<file path="src/rtl/seg_pkg.sv">
// Shared types and constants for the 8-digit 7-segment scanner.
// Holds the FSM state enum and the active-high hex segment table.
package seg_pkg;

  typedef enum logic {
    LOAD,
    SCAN
  } state_e;

  localparam logic [6:0] SEG_BLANK_AH = 7'h00;

  // Segment order {g,f,e,d,c,b,a}, active-high.
  localparam logic [6:0] HEX_SEG [16] = '{
    7'h3F, 7'h06, 7'h5B, 7'h4F,
    7'h66, 7'h6D, 7'h7D, 7'h07,
    7'h7F, 7'h6F, 7'h77, 7'h7C,
    7'h39, 7'h5E, 7'h79, 7'h71
  };

endpackage

</file>
<file path="src/rtl/seg_display_scan_if.sv">
// Display bus between the CPU display outputs and the scanner.
// master: drives value/pc/show_pc; slave: drives an/seg/dp/frame_done.
interface seg_display_scan_if;
  logic [31:0] value_in;
  logic [14:0] pc_in;
  logic        show_pc;
  logic [7:0]  an;
  logic [6:0]  seg;
  logic        dp;
  logic        frame_done;

  modport master (
    output value_in, pc_in, show_pc,
    input  an, seg, dp, frame_done
  );

  modport slave (
    input  value_in, pc_in, show_pc,
    output an, seg, dp, frame_done
  );
endinterface

</file>
<file path="src/rtl/seg_display_scan_hex_to_seg7.sv">
// Combinational nibble to active-high 7-segment pattern.
// Ports: nib (4-bit hex digit), seg_ah (pattern {g,f,e,d,c,b,a}).
module hex_to_seg7
  import seg_pkg::*;
(
  input  logic [3:0] nib,
  output logic [6:0] seg_ah
);

  assign seg_ah = HEX_SEG[nib];

endmodule

</file>
<file path="src/rtl/seg_display_scan.sv">
// Multiplexed 8-digit 7-segment scanner with per-frame snapshot.
// Ports: clk, rst (async high), io (slave: value/pc/show_pc in, an/seg/dp/frame_done out).
module seg_display_scan
  import seg_pkg::*;
#(
  parameter int CLK_DIV        = 50000,
  parameter int DIGITS         = 8,
  parameter int SEG_ACTIVE_LOW = 1,
  parameter int LZ_BLANK       = 1
) (
  input  logic               clk,
  input  logic               rst,
  seg_display_scan_if.slave  io
);

  localparam int PW = (CLK_DIV > 1) ? $clog2(CLK_DIV) : 1;
  localparam logic [PW-1:0] PRESC_MAX = PW'(CLK_DIV - 1);
  localparam logic [2:0] LAST = 3'(DIGITS - 1);
  localparam logic AL = (SEG_ACTIVE_LOW != 0);
  localparam logic [6:0] SEG_OFF = AL ? ~SEG_BLANK_AH : SEG_BLANK_AH;
  localparam logic DP_OFF = AL;

  state_e        state_q, state_d;
  logic [PW-1:0] presc_q, presc_d;
  logic [2:0]    idx_q, idx_d;
  logic [31:0]   snap_q, snap_d;
  logic          src_pc_q, src_pc_d;
  logic [7:0]    an_q, an_d;
  logic [6:0]    seg_q, seg_d;
  logic          dp_q, dp_d;
  logic          fd_q, fd_d;

  logic [3:0]  nib;
  logic [6:0]  seg_ah;
  logic [6:0]  seg_lit;
  logic [2:0]  msd;
  logic        blank;
  logic        dp_on;
  logic [31:0] cap;

  assign nib = snap_q[{idx_q, 2'b00} +: 4];

  hex_to_seg7 u_hex (
    .nib    (nib),
    .seg_ah (seg_ah)
  );

  // Highest nonzero nibble; 0 when the whole snapshot is zero.
  always_comb begin
    msd = 3'd0;
    for (int i = 1; i < 8; i++) begin
      if (snap_q[4*i +: 4] != 4'h0) msd = 3'(i);
    end
  end

  assign blank   = (LZ_BLANK != 0) && (idx_q > msd);
  assign seg_lit = blank ? SEG_BLANK_AH : seg_ah;
  assign dp_on   = (idx_q == 3'd0) && src_pc_q;
  assign cap     = io.show_pc ? {17'b0, io.pc_in} : io.value_in;

  always_comb begin
    state_d  = state_q;
    presc_d  = presc_q;
    idx_d    = idx_q;
    snap_d   = snap_q;
    src_pc_d = src_pc_q;
    an_d     = 8'hFF;
    seg_d    = SEG_OFF;
    dp_d     = DP_OFF;
    fd_d     = 1'b0;
    unique case (state_q)
      LOAD: begin
        snap_d   = cap;
        src_pc_d = io.show_pc;
        idx_d    = 3'd0;
        presc_d  = '0;
        state_d  = SCAN;
      end
      SCAN: begin
        an_d  = ~(8'b1 << idx_q);
        seg_d = AL ? ~seg_lit : seg_lit;
        dp_d  = dp_on ^ DP_OFF;
        if (presc_q == PRESC_MAX) begin
          presc_d = '0;
          if (idx_q != LAST) begin
            idx_d = idx_q + 3'd1;
          end else begin
            // Recapture at the boundary so frames run back to back.
            idx_d    = 3'd0;
            fd_d     = 1'b1;
            snap_d   = cap;
            src_pc_d = io.show_pc;
          end
        end else begin
          presc_d = presc_q + 1'b1;
        end
      end
      default: state_d = LOAD;
    endcase
  end

  always_ff @(posedge clk or posedge rst) begin
    if (rst) begin
      state_q  <= LOAD;
      presc_q  <= '0;
      idx_q    <= 3'd0;
      snap_q   <= '0;
      src_pc_q <= 1'b0;
      an_q     <= 8'hFF;
      seg_q    <= SEG_OFF;
      dp_q     <= DP_OFF;
      fd_q     <= 1'b0;
    end else begin
      state_q  <= state_d;
      presc_q  <= presc_d;
      idx_q    <= idx_d;
      snap_q   <= snap_d;
      src_pc_q <= src_pc_d;
      an_q     <= an_d;
      seg_q    <= seg_d;
      dp_q     <= dp_d;
      fd_q     <= fd_d;
    end
  end

  assign io.an         = an_q;
  assign io.seg        = seg_q;
  assign io.dp         = dp_q;
  assign io.frame_done = fd_q;

endmodule
</file>
<file path="src/flat_wrapper.sv">
// flat-port wrapper written by rule: the top's interface ports become plain ports
module seg_display_scan_flat import seg_pkg::*;
#(
  parameter int CLK_DIV        = 50000,
  parameter int DIGITS         = 8,
  parameter int SEG_ACTIVE_LOW = 1,
  parameter int LZ_BLANK       = 1
)
  (clk, rst, io_value_in, io_pc_in, io_show_pc, io_an, io_seg, io_dp, io_frame_done);
  seg_display_scan_if io_i ();
  input  logic clk;
  input  logic rst;
  input wire logic [$bits(io_i.value_in)-1:0] io_value_in;
  input wire logic [$bits(io_i.pc_in)-1:0] io_pc_in;
  input wire logic [$bits(io_i.show_pc)-1:0] io_show_pc;
  output wire logic [$bits(io_i.an)-1:0] io_an;
  output wire logic [$bits(io_i.seg)-1:0] io_seg;
  output wire logic [$bits(io_i.dp)-1:0] io_dp;
  output wire logic [$bits(io_i.frame_done)-1:0] io_frame_done;
  assign io_i.value_in = io_value_in;
  assign io_i.pc_in = io_pc_in;
  assign io_i.show_pc = io_show_pc;
  assign io_an = io_i.an;
  assign io_seg = io_i.seg;
  assign io_dp = io_i.dp;
  assign io_frame_done = io_i.frame_done;
  seg_display_scan #(.CLK_DIV(CLK_DIV), .DIGITS(DIGITS), .SEG_ACTIVE_LOW(SEG_ACTIVE_LOW), .LZ_BLANK(LZ_BLANK)) u_core (.clk(clk), .rst(rst), .io(io_i));
endmodule
</file>
<file path="config.mk">
export PLATFORM = sky130hd
export DESIGN_NAME = seg_display_scan_flat
export DESIGN_NICKNAME = d
export VERILOG_FILES = /design/src/rtl/seg_pkg.sv /design/src/rtl/seg_display_scan_if.sv /design/src/rtl/seg_display_scan_hex_to_seg7.sv /design/src/rtl/seg_display_scan.sv /design/src/flat_wrapper.sv
export SDC_FILE = /design/constraint.sdc
export NUM_CORES = 1
export LEC_CHECK = 0
export CAP_MARGIN = 10
export CORE_AREA = 2 2 106 108
export CTS_BUF_LIST = sky130_fd_sc_hd__clkbuf_2 sky130_fd_sc_hd__clkbuf_4 sky130_fd_sc_hd__clkbuf_8
export DETAILED_ROUTE_END_ITERATION = 8
export DIE_AREA = 0 0 108 110
export SLEW_MARGIN = 15
export SYNTH_ARGS = -nofsm -noshare
export SYNTH_HDL_FRONTEND = slang
export SYNTH_SLANG_ARGS = --single-unit
</file>
<file path="constraint.sdc">
create_clock -name clk -period 2.8 [get_ports clk]
set_input_delay 0.56 -clock clk [delete_from_list [all_inputs] [get_ports clk]]
set_output_delay 0.56 -clock clk [all_outputs]
set_load 0.02 [all_outputs]
</file>
==> results, run 1 <==
- In this run, synthesis inferred 0 flip-flops with an integrated enable.
- The total iterations of the first detailed-routing run is 5.
- The completed layout was analyzed and its total power is 2.33 mW.
- The via density per instance is 4.88.
- The initial antenna violation count was 0.
- The post-route fraction of the period consumed by the critical path is 0.909.
- The net total in the final layout is 493.
- From left edge to right edge, the die measures 108 um.
- The most used flip-flop cell after synthesis is sky130_fd_sc_hd__dfrtp_1.
- In the synthesized netlist the async set-or-reset flop fraction comes to 1.00.
- At the end of routability-driven placement, the weighted congestion stood at 0.925.
- The maximum achievable frequency is 393 MHz.
- The first global-routing pass estimated 13.4 mm of wire.
- The instance count after placement with tap cells included is 556.
- TritonCTS built the clock tree.
- STA puts the critical path data arrival time at 2.79 ns.
- The slowest stage of the critical path belongs to the cell sky130_fd_sc_hd__or4_1.
- The final number of hold-violating endpoints is 0.
- Clock-pin slew was measured on the worst setup and hold paths at 0.07 ns.
- Setup repair after global routing left no endpoint under its margin.
- The startpoint identified for the worst hold timing path is u_core.src_pc_q.
- The via count of the first global-routing pass is 2791.
- The post-route non-filler standard cell count is 572.
- Across the routed clock network, the largest skew measured is 0.0153 ns.
- Synthesis produced 358 cells.
- The type of origin of the critical path is a register.
- The total of cells resized after clock tree synthesis is 0.
- Counting the fill cells in the layout gives 1030.
- The number of cells on the worst reg-to-reg path is 10.
- The total die area is 0.0119 sq mm.
- The register-to-register setup slack is 0.25 ns.
- Counting flops and latches in the post-synthesis netlist gives 70.
- The maximum fanout along the worst path is 3.
- The post-detailed-route DRC marker count is 0.
- The final core area utilization is 0.443.
- For this run, the slowest stage of the critical path takes 0.54 ns.
- The pin count of the biggest net entering global routing is 48.
- The core region is 0.0107 sq mm.
- Setup violations remaining at the end of the flow were counted as 0.
- The largest voltage drop on the vdd net is 0.000210 V.
- The chip height is 110 um.
- The source-to-sink clock delay at the later pin of the worst-skew pair is 0.35 ns.
- The mean area per synthesized cell is 10.4 sq um.
- At the worst endpoint, the required time is 3.04 ns.
- The initialized floorplan defines 38 standard-cell rows.
- The maximum clock insertion buffer count is 2.
- The total wirelength of the detailed-routed design is 7.85 mm.
- The endpoint of the lowest-slack register-to-register path is u_core.io.seg[3].
- The count of buffering cells on the critical path with inverters included is 0.
- The transition time at the pin with the least slew margin is 0.642 ns.
- In this run, the number of DRC markers left after iteration 0 of detailed routing was 158.
- The total number of yosys warnings is 0.
- The total routing usage reported by global routing is 0.145.
- The area overhead of the layout relative to synthesis is 27.7%.
- The repair_antennas step left the layout with diodes totalling 0.
- The total CTS buffers is 9.
- The critical path goes through or4_1 -> nand2b_1 -> a21oi_1 -> nor2_1 -> ha_1 -> nor2b_1 -> o211ai_1 -> nand3_1 -> a311oi_1 -> a32oi_1.
- Hold repair after CTS inserted 0 buffers.
- Post-CTS timing repair inserted 0 buffers for setup.
- The startpoint of the most critical register-to-register path is u_core.snap_q[20].
- The netlist uses 55 different library cells.
- The static leakage power is 2.06 nW.
- The count of pins on the block boundary is 67.
- In this run the remaining antenna-violating nets after routing total 0.
- In the final layout, the share of cells above drive strength 1 is 0.144.
- Dividing the detail-routed wire length by the instance count gives 13.7 um.
- The capture point of the worst path is u_core.io.seg[3].
- The power density over the cells is 492 mW/mm^2.
- The cell chosen for the clock root is sky130_fd_sc_hd__clkbuf_8.
- The total number of cells along the worst setup path is 10.
- Detailed placement ended at an HPWL of 5.89 mm.
- The total overflow left after global routing is 0.
- The number of sinks on the clock net is 70.
- Headroom to the max-slew limit came out at 0.571.
- The worst setup path is captured at a register.
- The sequential cell area fraction in the yosys report is 0.478.
- The synthesized net count is 424.
- The depth of the CTS H-tree is 3.
- For this configuration, the core starts out at a cell density of 0.347.
- For the final routed database, the setup TNS stands at 0 ns.
- The source of the critical timing path is u_core.snap_q[20].
- The via count is 2791.
- The flow ran to the end, and the final reports show no timing, DRC or antenna violations.
- The final max-slew violation count is 0.
- The reported max-cap violation count is 0.
- For the finished layout, the period the worst path requires is 2.55 ns.
- The tightest min-delay check is of the reg2reg type.
- The class of the most critical setup path is reg2reg.
- The netlist area before placement is 0.00371 sq mm.
- The kind of cell with the highest combined delay along the critical path is simple AND/OR/NAND/NOR gates.
- The number of input and output port buffers inserted is 66.
stage by stage:
stage	hold WS (ns)	worst slack [ns]	area, sq um
detailed placement	0.443	0.314	4530
floorplan	0.400	0.498	3710
global route	0.478	0.0438	4740
global placement	0.442	0.370	4530
finish	0.451	0.255	4740
CTS	0.453	0.310	4740
state kept, by name, summed over array words and instances (netlist names):
name	cells
u_core.io.seg	7
u_core.io.dp	1
u_core.idx_q	3
u_core.state_q	1
u_core.snap_q	32
u_core.io.an	8
u_core.presc_q	16
u_core.src_pc_q	1
u_core.io.frame_done	1
metal layers:
| metal | global-route usage | share of wire | up-vias |
|---|---|---|---|
| met5 | 0 | 0 | - |
| met3 | 0.0329 | 0.038 | 9 |
| met2 | 0.244 | 0.49 | 77 |
| met1 | 0.182 | 0.46 | 1321 |
| met4 | 0.0577 | 0.015 | 0 |
| li1 | - | - | 1384 |
kinds of logic (layout without fill, tap and decap cells):
kind of cell	Yosys count	after routing	synth area share
compound gates	43	43	0.0807
xor+xnor	14	14	0.0331
fa+ha+maj	16	16	0.0540
buf+inv	25	99	0.0307
flops	70	70	0.478
mux	30	30	0.107
other cells	1	1	0.00101
simple gates	159	159	0.216
area by class of cell:
class                   instances  area [sq um]  share of cell area
multi-input cells             263          1820               0.385
flip-flops and latches         70          1770               0.374
repair buffers                 73           726               0.153
well taps                     140           175              0.0370
clock buffers                  12           159              0.0336
clock inverters                 4          45.0             0.00951
inverters                      10          37.5             0.00793
where the power goes:
group | internal, mW | leakage [nW] | switching (mW) | total [mW]
logic | 0.187 | 1.08 | 0.175 | 0.362
clock network | 0.466 | 0.110 | 0.370 | 0.835
registers | 1.08 | 0.872 | 0.0479 | 1.13
worst min path at each step:
stage,end,slack (ns),cells after the start
2_1_floorplan,u_core.io.dp,0.40,1
3_3_place_gp,u_core.io.dp,0.44,1
3_5_place_dp,u_core.io.dp,0.44,1
4_1_cts,u_core.io.dp,0.45,1
5_1_grt,u_core.io.dp,0.48,1
6_report,u_core.io.dp,0.45,1
synthesized netlist by cell type (6+ instances only):
library cell | count | share of area
sky130_fd_sc_hd__a21oi_1 | 6 | 0.0081
sky130_fd_sc_hd__inv_1 | 9 | 0.0091
sky130_fd_sc_hd__nand2_1 | 70 | 0.071
sky130_fd_sc_hd__nand3_1 | 13 | 0.018
sky130_fd_sc_hd__xor2_1 | 8 | 0.019
sky130_fd_sc_hd__dfrtp_1 | 54 | 0.36
sky130_fd_sc_hd__nor2_1 | 22 | 0.022
sky130_fd_sc_hd__mux2i_1 | 19 | 0.051
sky130_fd_sc_hd__clkbuf_1 | 8 | 0.0081
sky130_fd_sc_hd__nand3b_1 | 17 | 0.034
sky130_fd_sc_hd__o21ai_0 | 18 | 0.024
sky130_fd_sc_hd__ha_1 | 16 | 0.054
sky130_fd_sc_hd__dfstp_2 | 16 | 0.11
sky130_fd_sc_hd__xnor2_1 | 6 | 0.014
layout by cell type, fill, tap and decap left out, types with 2 or more instances in the layout:
cell and instances:
sky130_fd_sc_hd__buf_4 6, sky130_fd_sc_hd__a221o_1 2, sky130_fd_sc_hd__clkdlybuf4s50_1 66, sky130_fd_sc_hd__mux2_2 2
sky130_fd_sc_hd__a21oi_1 6, sky130_fd_sc_hd__o21ai_0 18, sky130_fd_sc_hd__nand2b_1 2, sky130_fd_sc_hd__and4bb_2 2
sky130_fd_sc_hd__nor2_1 22, sky130_fd_sc_hd__dfrtp_1 54, sky130_fd_sc_hd__xnor2_1 6, sky130_fd_sc_hd__nand4_1 4
sky130_fd_sc_hd__a22o_1 2, sky130_fd_sc_hd__inv_1 8, sky130_fd_sc_hd__nand2_1 70, sky130_fd_sc_hd__a21boi_0 2
sky130_fd_sc_hd__nor3_1 4, sky130_fd_sc_hd__nand3_1 13, sky130_fd_sc_hd__mux4_2 5, sky130_fd_sc_hd__nand3b_1 17
sky130_fd_sc_hd__nor2b_1 4, sky130_fd_sc_hd__dfstp_2 16, sky130_fd_sc_hd__xor2_1 8, sky130_fd_sc_hd__nor4_1 5
sky130_fd_sc_hd__mux2_4 2, sky130_fd_sc_hd__and3_1 5, sky130_fd_sc_hd__ha_1 16, sky130_fd_sc_hd__o221ai_1 2
sky130_fd_sc_hd__inv_2 2, sky130_fd_sc_hd__clkinv_2 3, sky130_fd_sc_hd__mux2i_1 19, sky130_fd_sc_hd__and2_1 3
sky130_fd_sc_hd__clkbuf_8 11
No activity file was read; power rests on OpenSTA's default activity.
==> run 2, diff against run 1 <==
--- a/config.mk
+++ b/config.mk
@@ -10,6 +10,7 @@
 export CTS_BUF_LIST = sky130_fd_sc_hd__clkbuf_2 sky130_fd_sc_hd__clkbuf_4 sky130_fd_sc_hd__clkbuf_8
 export DETAILED_ROUTE_END_ITERATION = 8
 export DIE_AREA = 0 0 108 110
+export SETUP_SLACK_MARGIN = 0.02
 export SLEW_MARGIN = 15
 export SYNTH_ARGS = -nofsm -noshare
 export SYNTH_HDL_FRONTEND = slang
==> results of run 2 <==
Same layout as run 1: the final DEF is identical, and so are final timing and power.
==> run 3, diff against run 2 <==
--- a/config.mk
+++ b/config.mk
@@ -7,9 +7,9 @@
 export LEC_CHECK = 0
 export CAP_MARGIN = 10
 export CORE_AREA = 2 2 106 108
-export CTS_BUF_LIST = sky130_fd_sc_hd__clkbuf_2 sky130_fd_sc_hd__clkbuf_4 sky130_fd_sc_hd__clkbuf_8
 export DETAILED_ROUTE_END_ITERATION = 8
 export DIE_AREA = 0 0 108 110
+export GPL_ROUTABILITY_DRIVEN = 1
 export SETUP_SLACK_MARGIN = 0.02
 export SLEW_MARGIN = 15
 export SYNTH_ARGS = -nofsm -noshare
==> run 3 against run 2 <==
  * Global-route usage about the same
  * Clock-buffer cell count stayed put
  * Sequential cell count stayed put
  * Die area unchanged
  * Fmax down 0.25%
  * Critical path depth did not move
  * Critical path type unchanged
==> results, run 3 (synthesis results as in run 1) <==
- The run finished with clean final reports.
- The number of input and output port buffers inserted is 66.
- For this run, design rule violations remaining after detail routing come to 0.
- The global-route wire length before repair is 13.3 mm.
- The iteration-0 DRC count of the detailed router is 157.
- The critical path in this run is classified as reg2reg.
- The detailed-placement wirelength estimate is 5.89 mm.
- The path class of the tightest hold or removal check is reg2reg.
- In the final layout, the multi-input gates occupy 0.00182 sq mm.
- The clock-pin slew on the worst setup and hold paths is 0.07 ns.
- The data required time of the critical path is 3.05 ns.
- Clock latency on the worst-skew pair, taken at its later pin, is 0.35 ns.
- The total CTS buffers is 9.
- Clock tree synthesis found a total of 70 sinks.
- Relative to the synthesized area, the layout overhead comes to 27.6%.
- The final number of setup-violating endpoints is 0.
- The cell chosen for the clock root is sky130_fd_sc_hd__clkbuf_8.
- The final core area utilization is 0.442.
- The number of post-CTS setup repair buffers is 0.
- The total of cells resized after clock tree synthesis is 0.
- The post-layout minimum cycle time is 2.55 ns.
- TritonCTS built the clock tree.
- The total of fill cells in the finished design is 1032.
- Measured along the x axis, the die boundary spans 108 um.
- Across every metal layer, demand over resource in global routing totals 0.145.
- The power density over the cells is 491 mW/mm^2.
- The summed area of non-filler cells in the final layout is 0.00473 sq mm.
- The count of pins on the block boundary is 67.
- The most common cell after layout, fill and taps aside is sky130_fd_sc_hd__nand2_1.
- Setup slack closes at 0.248 ns.
- The flip-flop count of the largest register, all copies and words added is 32.
- Leaving out fill and tap cells, the most frequent cells in the layout are sky130_fd_sc_hd__nand2_1, sky130_fd_sc_hd__clkdlybuf4s50_1, sky130_fd_sc_hd__dfrtp_1.
- The initial utilization of the core area, before any placement, comes to 0.347.
- The total wirelength of the detailed-routed design is 7.88 mm.
- On the worst path, the slowest cell contributes a delay of 0.54 ns.
- Dividing the final minimum period by the clock period gives 0.911.
- The worst clock skew is 0.0133 ns.
- The arrival time of data at the critical path endpoint is 2.80 ns.
- Before antenna repair, the detailed router went through 7 iterations.
- The sum of overflow across all layers after global routing is 0.
- Setup repair after global routing left no endpoint under its margin.
- Once detail routing completed, the nets flagged for antenna violations numbered 0.
- Detailed routing inserted a total of 2813 vias.
- The weighted congestion reported at the end of routability-driven placement is 0.925.
- Dividing the detail-routed via count by the number of cells gives 4.92.
- The tool flagged a number of max-cap violations equal to 0.
- The standard cell area after detailed placement is 0.00453 sq mm.
- The initial antenna violation count was 0.
- In this run the vertical extent of the chip is 110 um.
- Before CTS, the worst setup slack after placement is 0.314 ns.
- The transition time at the pin with the least slew margin is 0.644 ns.
- The number of hold buffers added after CTS is 0.
- The floorplan has 38 rows.
- The maximum achievable frequency is 392 MHz.
- Counting along the longest clock path gives a buffer depth of 2.
- The via count of the first global-routing pass is 2787.
- The net count of the finished layout is 493.
- The largest individual stage delay along the critical path comes from the cell sky130_fd_sc_hd__or4_1.
- The worst setup path is launched from a register.
- In this run the tightest slew margin relative to its limit is 0.570.
- The critical path goes through or4_1 -> nand2b_1 -> a21oi_1 -> nor2_1 -> ha_1 -> nor2b_1 -> o211ai_1 -> nand3_1 -> a311oi_1 -> a32oi_1.
- In the final layout, the share of cells above drive strength 1 is 0.141.
- IR analysis of the VDD net gives a maximum drop of 0.000211 V.
- The die covers 0.0119 sq mm.
- The final number of hold-violating endpoints is 0.
- Entering global routing, the biggest net connects 48 pins.
- The depth of the CTS H-tree is 3.
- In the final routed layout, each cell accounts on average for 13.8 um.
- The number of antenna repair diodes is 0.
- The static leakage power is 2.06 nW.
- The type of element capturing the critical path is a register.
- The setup TNS is 0 ns.
- The final max-slew violation count is 0.
- After floorplanning, the core was sized to cover 0.0107 sq mm.
- The maximum fanout along the worst path is 3.
- Across the whole layout, storage elements account for 0.00177 sq mm.
- u_core.snap_q holds more flip-flops than any other register.
## run 3: cell counts in the layout (fill, tap and decap cells not counted)
Identical to the previous run, type by type.
## run 3: final timing paths
kind	from	cells after the start	end	slack, ns
worst min-delay path	u_core.src_pc_q	1	u_core.io.dp	0.45
worst max-delay path	u_core.snap_q[20]	10	u_core.io.seg[3]	0.25
worst min register to register	u_core.src_pc_q	1	u_core.io.dp	0.45
min in group asynchronous	rst	2	u_core.presc_q[10]	0.61
worst max register to register	u_core.snap_q[20]	10	u_core.io.seg[3]	0.25
max in group asynchronous	rst	3	u_core.snap_q[11]	1.57
## run 3: critical path: cells and delay by family, from the launching register on
| kind | cells | cell delay [ns] |
|---|---|---|
| AOI/OAI and AO/OA | 4 | 0.71 |
| adders and majority gates | 1 | 0.28 |
| DFF | 1 | 0.39 |
| and+or+nand+nor | 5 | 1.08 |
## run 3: through the flow
step / hold slack [ns] / std cells / total power [mW]
detailed placement: 0.443 / 556 / 1.52
global route: 0.476 / 572 / 2.44
global placement: 0.442 / 556 / 1.51
finish: 0.451 / 572 / 2.32
floorplan: 0.400 / 358 / 1.35
CTS: 0.453 / 572 / 2.34
## run 3: report_power, final
group / total (mW) / switching, mW / leakage, nW / internal (mW)
clock: 0.828 / 0.372 / 0.106 / 0.456
sequential: 1.13 / 0.0480 / 0.872 / 1.08
combinational: 0.363 / 0.176 / 1.08 / 0.187
total: 2.32 / 0.596 / 2.06 / 1.73
## run 3: metal layers
layer / up-vias / routed length [um] / track usage
li1: 1384 / - / -
met1: 1338 / 3640 / 0.181
met2: 83 / 3810 / 0.244
met3: 8 / 326 / 0.0329
met4: 0 / 103 / 0.0577
met5: - / 0 / 0
## run 3: layout make-up
class	count	area share
tap	140	0.0370
timing repair buffer	73	0.153
sequential	70	0.374
clock inverter	4	0.00952
multi-input combinational	263	0.385
clock buffer	12	0.0328
inverter	10	0.00793
